$ cat config.mk
export PLATFORM = sky130hd
export DESIGN_NAME = jesd204_tx_flat
export DESIGN_NICKNAME = d
export VERILOG_FILES = /design/src/rtl/jesd204_tx_if.sv /design/src/rtl/jesd204_tx.sv /design/src/flat_wrapper.sv
export SDC_FILE = /design/constraint.sdc
export NUM_CORES = 1
export LEC_CHECK = 0
export CAP_MARGIN = 25
export CELL_PAD_IN_SITES_DETAIL_PLACEMENT = 0
export CELL_PAD_IN_SITES_GLOBAL_PLACEMENT = 1
export CORE_MARGIN = 1
export CORE_UTILIZATION = 34
export DETAILED_ROUTE_END_ITERATION = 10
export GPL_ROUTABILITY_DRIVEN = 0
export PLACE_DENSITY = 0.89
export REMOVE_ABC_BUFFERS = 1
export SYNTH_ARGS = -nofsm -noshare
export SYNTH_HDL_FRONTEND = slang
export SYNTH_SLANG_ARGS = --single-unit
$ cat constraint.sdc
create_clock -name CLK -period 2.9 [get_ports CLK]
set_clock_uncertainty 0.1 [all_clocks]
set_input_delay 0.87 -clock CLK [delete_from_list [all_inputs] [get_ports CLK]]
set_output_delay 0.87 -clock CLK [all_outputs]
set_load 0.005 [all_outputs]
$ cat src/rtl/jesd204_tx_if.sv
// -----------------------------------------------------------------------------
// jesd204_tx_if
// Bundles the static link configuration, the user data word, the lane data
// word and the receiver-side control strobes of the JESD204B transmit link
// layer.
//   master : sample/transport side (drives configuration, DI, SYNC_n, SYSREF)
//   slave  : the link layer itself (drives DO, RDY)
// Configuration fields are ILAS-encoded (value minus one where JESD204B
// defines it so) and are expected to stay static while the link runs.
// -----------------------------------------------------------------------------
interface jesd204_tx_if;
    logic [3:0]      ADJCNT;
    logic            ADJDIR;
    logic [3:0]      BID;
    logic [4:0]      CF;
    logic [1:0]      CS;
    logic [7:0]      DID;
    logic [7:0]      F;
    logic            HD;
    logic [2:0]      JESDV;
    logic [4:0]      K;
    logic [4:0]      L;
    logic [4:0]      LID;
    logic [7:0]      M;
    logic [4:0]      N;
    logic [4:0]      N_;
    logic            PHADJ;
    logic [4:0]      S;
    logic            SCR;
    logic [2:0]      SUBCLASSV;
    logic [7:0]      RES1;
    logic [7:0]      RES2;
    logic [7:0]      CHKSUM;
    logic            RDY;
    logic [3:0][7:0] DI;
    logic [3:0][7:0] DO;
    logic            SYNC_n;
    logic            SYSREF;

    modport master (
        output ADJCNT, ADJDIR, BID, CF, CS, DID, F, HD, JESDV, K, L, LID, M, N,
               N_, PHADJ, S, SCR, SUBCLASSV, RES1, RES2, CHKSUM, DI, SYNC_n,
               SYSREF,
        input  RDY, DO
    );

    modport slave (
        input  ADJCNT, ADJDIR, BID, CF, CS, DID, F, HD, JESDV, K, L, LID, M, N,
               N_, PHADJ, S, SCR, SUBCLASSV, RES1, RES2, CHKSUM, DI, SYNC_n,
               SYSREF,
        output RDY, DO
    );
endinterface

$ cat src/rtl/jesd204_tx.sv
// -----------------------------------------------------------------------------
// jesd204_tx
// JESD204B single-lane transmit link layer, 4 octets per clock.
// Sends K28.5 code-group sync while the receiver holds SYNC_n low, waits for
// the next LMFC boundary once SYNC_n is released, emits four multiframes of
// ILAS (configuration in the first), then passes DI to DO with one cycle of
// latency. The LMFC word counter free-runs and is re-phased by SYSREF.
// Ports:
//   CLK   : link clock, one 4-octet word per cycle
//   RST_n : asynchronous active-low reset
//   lnk   : configuration, DI/DO, RDY, SYNC_n, SYSREF (slave side)
// DO[0] / DI[0] is the earliest octet in time.
// -----------------------------------------------------------------------------
module jesd204_tx (
    input  logic         CLK,
    input  logic         RST_n,
    jesd204_tx_if.slave  lnk
);
    typedef enum logic [1:0] {ST_CGS, ST_WAIT, ST_ILAS, ST_DATA} state_e;

    localparam logic [7:0] K28_0 = 8'h1C;  // /R/ multiframe start
    localparam logic [7:0] K28_3 = 8'h7C;  // /A/ multiframe end
    localparam logic [7:0] K28_4 = 8'h9C;  // /Q/ config follows
    localparam logic [7:0] K28_5 = 8'hBC;  // /K/ code-group sync

    // Multiframe geometry derived from the ILAS-encoded F and K.
    logic [8:0]  f_plus1;
    logic [5:0]  k_plus1;
    logic [14:0] mf_len;
    logic [14:0] mf_last;
    logic [12:0] p_words;
    logic [12:0] last_word;

    assign f_plus1   = {1'b0, lnk.F} + 9'd1;
    assign k_plus1   = {1'b0, lnk.K} + 6'd1;
    assign mf_len    = {6'd0, f_plus1} * {9'd0, k_plus1};
    assign mf_last   = mf_len - 15'd1;
    assign p_words   = 13'((mf_len + 15'd3) >> 2);
    assign last_word = p_words - 13'd1;

    state_e          state_q, state_d;
    logic [3:0][7:0] do_q, do_d;
    logic            rdy_q, rdy_d;
    logic [12:0]     lmfc_q, lmfc_d;
    logic            sysref_q, sysref_d;
    logic [12:0]     ilas_w_q, ilas_w_d;
    logic [1:0]      ilas_mf_q, ilas_mf_d;

    // ILAS word generator. Outside ILAS the selector points at word 0 of the
    // first multiframe, which is exactly what WAIT emits on the boundary.
    logic [12:0]     w_sel;
    logic            first_mf;
    logic [14:0]     octet_pos;
    logic [3:0][7:0] ilas_word;

    assign w_sel    = (state_q == ST_ILAS) ? ilas_w_q : 13'd0;
    assign first_mf = (state_q != ST_ILAS) || (ilas_mf_q == 2'd0);

    always_comb begin
        ilas_word = '0;
        octet_pos = '0;
        for (int i = 0; i < 4; i++) begin
            octet_pos    = {w_sel, 2'(i)};
            ilas_word[i] = octet_pos[7:0];
            if (octet_pos == 15'd0) begin
                ilas_word[i] = K28_0;
            end else if (octet_pos == mf_last) begin
                ilas_word[i] = K28_3;
            end else if (first_mf && octet_pos == 15'd1) begin
                ilas_word[i] = K28_4;
            end else if (first_mf && octet_pos <= 15'd15) begin
                case (octet_pos[3:0])
                    4'd2:    ilas_word[i] = lnk.DID;
                    4'd3:    ilas_word[i] = {lnk.ADJCNT, lnk.BID};
                    4'd4:    ilas_word[i] = {1'b0, lnk.ADJDIR, lnk.PHADJ, lnk.LID};
                    4'd5:    ilas_word[i] = {lnk.SCR, 2'b00, lnk.L};
                    4'd6:    ilas_word[i] = lnk.F;
                    4'd7:    ilas_word[i] = {3'b000, lnk.K};
                    4'd8:    ilas_word[i] = lnk.M;
                    4'd9:    ilas_word[i] = {lnk.CS, 1'b0, lnk.N};
                    4'd10:   ilas_word[i] = {lnk.SUBCLASSV, lnk.N_};
                    4'd11:   ilas_word[i] = {lnk.JESDV, lnk.S};
                    4'd12:   ilas_word[i] = {lnk.HD, 2'b00, lnk.CF};
                    4'd13:   ilas_word[i] = lnk.RES1;
                    4'd14:   ilas_word[i] = lnk.RES2;
                    4'd15:   ilas_word[i] = lnk.CHKSUM;
                    default: ;
                endcase
            end
        end
    end

    // Next-state logic for the LMFC counter and the link state machine.
    always_comb begin
        // NOTE: every _d gets a default before any branch, so no path can
        // leave one unassigned and infer a latch.
        state_d   = state_q;
        do_d      = {4{K28_5}};
        rdy_d     = 1'b0;
        ilas_w_d  = ilas_w_q;
        ilas_mf_d = ilas_mf_q;
        sysref_d  = lnk.SYSREF;

        // Only a rising SYSREF edge re-phases; a held-high SYSREF does not.
        if (lnk.SYSREF && !sysref_q) begin
            lmfc_d = '0;
        end else if (lmfc_q >= last_word) begin
            lmfc_d = '0;
        end else begin
            lmfc_d = lmfc_q + 13'd1;
        end

        case (state_q)
            ST_CGS: begin
                if (lnk.SYNC_n) state_d = ST_WAIT;
            end
            ST_WAIT: begin
                if (!lnk.SYNC_n) begin
                    state_d = ST_CGS;
                end else if (lmfc_q == 13'd0) begin
                    state_d   = ST_ILAS;
                    do_d      = ilas_word;
                    ilas_w_d  = 13'd1;
                    ilas_mf_d = 2'd0;
                end
            end
            ST_ILAS: begin
                if (!lnk.SYNC_n) begin
                    state_d = ST_CGS;
                end else begin
                    do_d = ilas_word;
                    if (ilas_w_q >= last_word) begin
                        ilas_w_d  = 13'd0;
                        ilas_mf_d = ilas_mf_q + 2'd1;
                        if (ilas_mf_q == 2'd3) state_d = ST_DATA;
                    end else begin
                        ilas_w_d = ilas_w_q + 13'd1;
                    end
                end
            end
            ST_DATA: begin
                if (!lnk.SYNC_n) begin
                    state_d = ST_CGS;
                end else begin
                    do_d  = lnk.DI;
                    rdy_d = 1'b1;
                end
            end
            default: state_d = ST_CGS;
        endcase
    end

    always_ff @(posedge CLK or negedge RST_n) begin
        if (!RST_n) begin
            state_q   <= ST_CGS;
            do_q      <= '0;
            rdy_q     <= 1'b0;
            lmfc_q    <= '0;
            sysref_q  <= 1'b0;
            ilas_w_q  <= '0;
            ilas_mf_q <= '0;
        end else begin
            // NOTE: non-blocking so every flop updates from pre-edge values.
            state_q   <= state_d;
            do_q      <= do_d;
            rdy_q     <= rdy_d;
            lmfc_q    <= lmfc_d;
            sysref_q  <= sysref_d;
            ilas_w_q  <= ilas_w_d;
            ilas_mf_q <= ilas_mf_d;
        end
    end

    assign lnk.DO  = do_q;
    assign lnk.RDY = rdy_q;
endmodule

$ cat src/flat_wrapper.sv
// flat-port wrapper written by rule: the top's interface ports become plain ports
module jesd204_tx_flat 
  (CLK, RST_n, lnk_ADJCNT, lnk_ADJDIR, lnk_BID, lnk_CF, lnk_CS, lnk_DID, lnk_F, lnk_HD, lnk_JESDV, lnk_K, lnk_L, lnk_LID, lnk_M, lnk_N, lnk_N_, lnk_PHADJ, lnk_S, lnk_SCR, lnk_SUBCLASSV, lnk_RES1, lnk_RES2, lnk_CHKSUM, lnk_DI, lnk_SYNC_n, lnk_SYSREF, lnk_RDY, lnk_DO);
  jesd204_tx_if lnk_i ();
  input  logic CLK;
  input  logic RST_n;
  input wire logic [$bits(lnk_i.ADJCNT)-1:0] lnk_ADJCNT;
  input wire logic [$bits(lnk_i.ADJDIR)-1:0] lnk_ADJDIR;
  input wire logic [$bits(lnk_i.BID)-1:0] lnk_BID;
  input wire logic [$bits(lnk_i.CF)-1:0] lnk_CF;
  input wire logic [$bits(lnk_i.CS)-1:0] lnk_CS;
  input wire logic [$bits(lnk_i.DID)-1:0] lnk_DID;
  input wire logic [$bits(lnk_i.F)-1:0] lnk_F;
  input wire logic [$bits(lnk_i.HD)-1:0] lnk_HD;
  input wire logic [$bits(lnk_i.JESDV)-1:0] lnk_JESDV;
  input wire logic [$bits(lnk_i.K)-1:0] lnk_K;
  input wire logic [$bits(lnk_i.L)-1:0] lnk_L;
  input wire logic [$bits(lnk_i.LID)-1:0] lnk_LID;
  input wire logic [$bits(lnk_i.M)-1:0] lnk_M;
  input wire logic [$bits(lnk_i.N)-1:0] lnk_N;
  input wire logic [$bits(lnk_i.N_)-1:0] lnk_N_;
  input wire logic [$bits(lnk_i.PHADJ)-1:0] lnk_PHADJ;
  input wire logic [$bits(lnk_i.S)-1:0] lnk_S;
  input wire logic [$bits(lnk_i.SCR)-1:0] lnk_SCR;
  input wire logic [$bits(lnk_i.SUBCLASSV)-1:0] lnk_SUBCLASSV;
  input wire logic [$bits(lnk_i.RES1)-1:0] lnk_RES1;
  input wire logic [$bits(lnk_i.RES2)-1:0] lnk_RES2;
  input wire logic [$bits(lnk_i.CHKSUM)-1:0] lnk_CHKSUM;
  input wire logic [$bits(lnk_i.DI)-1:0] lnk_DI;
  input wire logic [$bits(lnk_i.SYNC_n)-1:0] lnk_SYNC_n;
  input wire logic [$bits(lnk_i.SYSREF)-1:0] lnk_SYSREF;
  output wire logic [$bits(lnk_i.RDY)-1:0] lnk_RDY;
  output wire logic [$bits(lnk_i.DO)-1:0] lnk_DO;
  assign lnk_i.ADJCNT = lnk_ADJCNT;
  assign lnk_i.ADJDIR = lnk_ADJDIR;
  assign lnk_i.BID = lnk_BID;
  assign lnk_i.CF = lnk_CF;
  assign lnk_i.CS = lnk_CS;
  assign lnk_i.DID = lnk_DID;
  assign lnk_i.F = lnk_F;
  assign lnk_i.HD = lnk_HD;
  assign lnk_i.JESDV = lnk_JESDV;
  assign lnk_i.K = lnk_K;
  assign lnk_i.L = lnk_L;
  assign lnk_i.LID = lnk_LID;
  assign lnk_i.M = lnk_M;
  assign lnk_i.N = lnk_N;
  assign lnk_i.N_ = lnk_N_;
  assign lnk_i.PHADJ = lnk_PHADJ;
  assign lnk_i.S = lnk_S;
  assign lnk_i.SCR = lnk_SCR;
  assign lnk_i.SUBCLASSV = lnk_SUBCLASSV;
  assign lnk_i.RES1 = lnk_RES1;
  assign lnk_i.RES2 = lnk_RES2;
  assign lnk_i.CHKSUM = lnk_CHKSUM;
  assign lnk_i.DI = lnk_DI;
  assign lnk_i.SYNC_n = lnk_SYNC_n;
  assign lnk_i.SYSREF = lnk_SYSREF;
  assign lnk_RDY = lnk_i.RDY;
  assign lnk_DO = lnk_i.DO;
  jesd204_tx u_core (.CLK(CLK), .RST_n(RST_n), .lnk(lnk_i));
endmodule
# Word-level counts from Yosys, hierarchy flattened
# Cells that the tools add are included.
# word_totals
regBits	64
inputBits	139
out_inout_bits	33
wordCells	105
# op_classes
addsub	8
multipliers	1
n_lt_le_gt_ge	6
n_eq_ne	21
mux	42
reduce_logical	17
# ops
cell	n
32-bit 2-to-1 mux	4
32-bit case mux with 3 select lines	1
13-bit 2-to-1 mux	7
8-bit 2-to-1 mux	10
8-bit case mux with 4 select lines	2
15-bit == test	4
15-bit by 4-bit <= comparator with 1-bit output, second input constant	4
8-bit case mux with 3 select lines	2
13-bit by 1-bit adder with 13-bit output, second input constant	2
13-bit greater-or-equal comparator	2
13-bit logical NOT	2
13-bit case mux with 2 select lines	1
2-bit 2-to-1 mux	11
15-bit by 2-bit adder with 15-bit output, second input constant	1
9-bit by 6-bit multiplier with 15-bit output	1
15-bit by 1-bit subtractor with 15-bit output, second input constant	1
13-bit by 1-bit subtractor with 13-bit output, second input constant	1
2-bit != test, second input constant	6
2-bit == test, second input constant	5
5-bit AND reduction	2
8-bit by 1-bit adder with 9-bit output, second input constant	1
2-bit case mux with 4 select lines	1
5-bit by 1-bit adder with 6-bit output, second input constant	1
1-bit logical AND	6
12 further kinds	17

# Depth between registers and ports, before layout
# depth
ltp_word	10
depth_mapped	29
ltp_nobuf	28

# Worst setup path before layout
# OpenSTA, ideal clock, no wires.
# synth_timing
path_type	input to register
startpoint	input lnk_F[0]
endpoint	register u_core.ilas_mf_q[0]
setup_time_ps	133
arrival_time_ps	7132
required_time_ps	2667
path_slack_ps	-4464
stages	26
n_path_buf	2
path_cell_list	clkbuf_1 and3_1 nand3_1 nor2_1 xor2_1 nand2b_1 fa_1 fa_1 fa_1 inv_1 ha_1 a21oi_2 o221ai_1 or3b_1 buf_2 nor4_4 a21oi_1 or2_2 ha_1 a21o_1 a221oi_1 inv_1 maj3_1 maj3_1 a21oi_1 a21oi_1
# synth_via
elab_chain_len	7
# synth_rtl
item	line	text
from (decl)	flat_wrapper.sv:13	input wire logic [$bits(lnk_i.F)-1:0] lnk_F;
8-bit by 1-bit adder with 9-bit output	jesd204_tx.sv:34	assign f_plus1 = {1'b0, lnk.F} + 9'd1;
9-bit by 6-bit multiplier with 15-bit output	jesd204_tx.sv:36	assign mf_len = {6'd0, f_plus1} * {9'd0, k_plus1};
15-bit by 2-bit adder with 15-bit output	jesd204_tx.sv:38	assign p_words = 13'((mf_len + 15'd3) >> 2);
13-bit by 1-bit subtractor with 13-bit output	jesd204_tx.sv:39	assign last_word = p_words - 13'd1;
13-bit greater-or-equal comparator	jesd204_tx.sv:132	if (ilas_w_q >= last_word) begin
2-bit != test (no line)	--	
5-bit AND reduction (no line)	--	
to (signal assigned)	jesd204_tx.sv:170	ilas_mf_q <= ilas_mf_d;
to (decl)	jesd204_tx.sv:47	logic [1:0] ilas_mf_q, ilas_mf_d;
# Every way passes these cells.
# A chain may end at the register's enable or synchronous reset.

==> flow_metrics.tcl <==
set metrics [dict create \
    status "complete, but fails checks" \
    failed_checks "setup timing" \
    final_cell_mix "buf_4 (184), clkdlybuf4s50_1 (158), nand2_1 (78)" \
    htreeDepth 3 \
    diodes 0 \
    drv_slew 0 \
    maxCapViolCount 0 \
    die_height_um 146 \
    p_comb_share_pct 75.4 \
    crit_path_end_kind "flip-flop" \
    drc_errors 0 \
    reg2reg_depth 10 \
    min_period_over_period_pct 231 \
    dp_cells 1443 \
    drt_iter0_markers 540 \
    cp_max_fo 8 \
    path_clk_slew_ns 0.06 \
    synthFlopType "dfrtp_1" \
    ctsHoldBuffers 0 \
    finalSetupTns_ns -223.54 \
    synth_edf_count 0 \
    nFillCells 1705 \
    seqPwrFrac_pct 12.9 \
    wl_per_cell_um 17.9 \
    avgSynthCellArea_um2 8.23 \
    ys_types 72 \
    final_cells 1489 \
    drive_above_1_share_pct 33.0 \
    layout_commonest_cell "buf_4" \
    regArea_um2 1600 \
    required_ns 3.04 \
    hold_violations 0 \
    hold_depth 1 \
    ys_seq_elements 64 \
    grt_pass1_wl_um 41600 \
    io_pins 172 \
    numCtsBuffers 9 \
    clk_latency_ns 0.35 \
    layout_setup_ws_ns -3.79 \
    p_total_mw 8.85 \
    netlist_area_um2 7090 \
    worst_pin_slew_ns 0.683 \
    first_global_vias 8194 \
    post-dp-hpwl_um 19600 \
    wirelength_um 26700 \
    track_usage_pct 24.5 \
    portBuffers 171 \
    async_reset_ff_share_pct 100 \
    ys_seq_area_share_pct 22.6 \
    ant_nets 0 \
    multi_input_area_um2 6140 \
    clkPwrFrac_pct 11.7 \
    cts_sinks 64 \
    dr.pass1.iters 5 \
    grt-ovfl-total 0 \
    setup_viol 61 \
    synthToLayoutAreaGrowth_pct 67.7 \
    core_area_um2 20400 \
    period_needed_ns 6.69 \
    maxSlewHeadroom_pct 54.5 \
    cts_tree "yes" \
    ir_drop_mv 0.452 \
    final_nets 1435 \
    worstSetupStartpointType "primary input" \
    via_count 8145 \
    initial_core_util_pct 34.8 \
    die_x_um 146 \
    antenna_found_initial 0 \
    cts_root_buffer "clkbuf_16" \
    yosysWarningCount 0 \
    clockBufferDepth 2 \
    hp-class "flip-flop to flip-flop" \
    pre_cts_ws_ns -5.08 \
    rows 52 \
    avgViaCountPerCell 5.47 \
    crit_type "primary input to flip-flop" \
    rsz0062_at_grt "true" \
    p_leak_nw 5.14 \
    cp_data_arrival_time_ns 6.83 \
    power.density_nw_per_um2 745 \
    switching_share_pct 42.9 \
    p_int_mw 5.05 \
    postSynthCellCount 861 \
    die_area_um2 21400 \
    switchingPower_mw 3.80 \
    max_freq_ghz 0.149 \
    grt_max_degree 65 \
]
-- timing repair --
item | in CTS | in global routing
gates cloned | 1 | 0
resized for setup | 209 | 40
endpoints found under the setup margin | 61 | 61
setup buffers | 27 | 8
pin swaps | 89 | 28
-- cell type report --
type                            count  area share (%)
Multi-Input combinational cell    717            51.7
Timing Repair Buffer              378            28.2
Sequential cell                    64            13.5
Tap cell                          270            2.84
Clock buffer                       10            2.01
Inverter                           44            1.39
Clock inverter                      6           0.379
-- power groups by stage --
stage	sequential, mW	clock (mW)	combinational [mW]
6_report	1.14	1.04	6.67
5_1_grt	1.16	1.09	7.20
4_1_cts	1.14	1.05	6.25
3_5_place_dp	1.15	0	5.31
3_3_place_gp	1.15	0	5.20
2_1_floorplan	1.25	0	2.88
-- through the flow --
stage                     area (um^2)  hold slack, ns  utilization, %
after floorplan                  6940           0.354               -
after global placement          10400           0.381            50.8
after detailed placement        10400           0.395            50.8
after CTS                       11600           0.399            56.9
after global routing            11900           0.411            58.3
final                           11900           0.390            58.3
-- registers in the layout, summed over array words and instances (netlist names) --
| name | cells |
|---|---|
| u_core.lnk.DO | 32 |
| u_core.ilas_w_q | 13 |
| u_core.lmfc_q | 13 |
| u_core.ilas_mf_q | 2 |
| u_core.state_q | 2 |
| u_core.lnk.RDY | 1 |
| u_core.sysref_q | 1 |
-- final timing paths --
check | startpoint | endpoint | slack, ns
max in group asynchronous | RST_n | u_core.lnk.DO[31] | 1.95
worst max-delay path | lnk_F[0] | u_core.lnk.DO[1] | -3.79
min in group asynchronous | RST_n | u_core.lmfc_q[0] | 0.43
worst min-delay path | u_core.lmfc_q[0] | u_core.lmfc_q[0] | 0.39
worst min register to register | u_core.lmfc_q[0] | u_core.lmfc_q[0] | 0.39
worst max register to register | u_core.state_q[0] | u_core.lnk.DO[1] | -0.38
-- cell families (layout without fill, tap and decap cells) --
group / after synthesis / in the layout / synth area share [%]
simple gates: 319 / 319 / 21.9
compound gates: 221 / 222 / 20.6
fa+ha+maj: 87 / 87 / 18.3
buf+inv: 81 / 438 / 4.34
flops: 64 / 64 / 22.6
xor+xnor: 52 / 52 / 6.82
mux: 37 / 37 / 5.47
-- layer usage --
layer  global-route usage (%)  vias up  part of all wire (%)
li1                         -     3807                     -
met1                     29.3     3953                    40
met2                     43.9      327                    51
met3                     4.38       58                   6.2
met4                     8.13        0                   2.8
met5                        0        -                     0
-- worst max-delay path, stage by stage --
cell and delay, ns:
buf_8 0.08, buf_6 0.09, and3_4 0.18, nand3_4 0.12, nor2_4 0.13, xor2_2 0.18
nand2b_1 0.10, fa_1 0.51, fa_1 0.51, fa_1 0.53, inv_2 0.05, ha_4 0.29
buf_6 0.11, o211ai_1 0.15, buf_4 0.19, o211a_4 0.26, o221ai_4 0.23, buf_6 0.13
xnor3_1 0.41, or4_4 0.57, a311oi_4 0.30, buf_4 0.18, and2_4 0.17, nand3b_4 0.16
a32o_1 0.30
-- synth_stat cells, types with 8 or more instances --
master	number	area share, %
inv_1	44	2.3
o21ai_0	41	2.9
fa_1	29	8.2
nand4_1	10	0.88
a21o_1	8	0.85
and2_1	12	1.1
and3_1	14	1.2
nor2_1	93	4.9
dfrtp_1	64	23
a21oi_1	55	3.9
mux2_2	14	2.2
nand2_1	89	4.7
o22ai_1	19	1.7
ha_1	53	9.4
o21a_1	8	0.85
clkbuf_1	31	1.6
a31oi_1	22	1.9
xnor2_1	25	3.1
xor2_1	25	3.1
nor2b_1	13	1.1
nand3_1	41	2.9
nand2b_1	12	1.1
mux2i_1	23	3.2
Note: power is estimated with default switching activity, not from simulation.
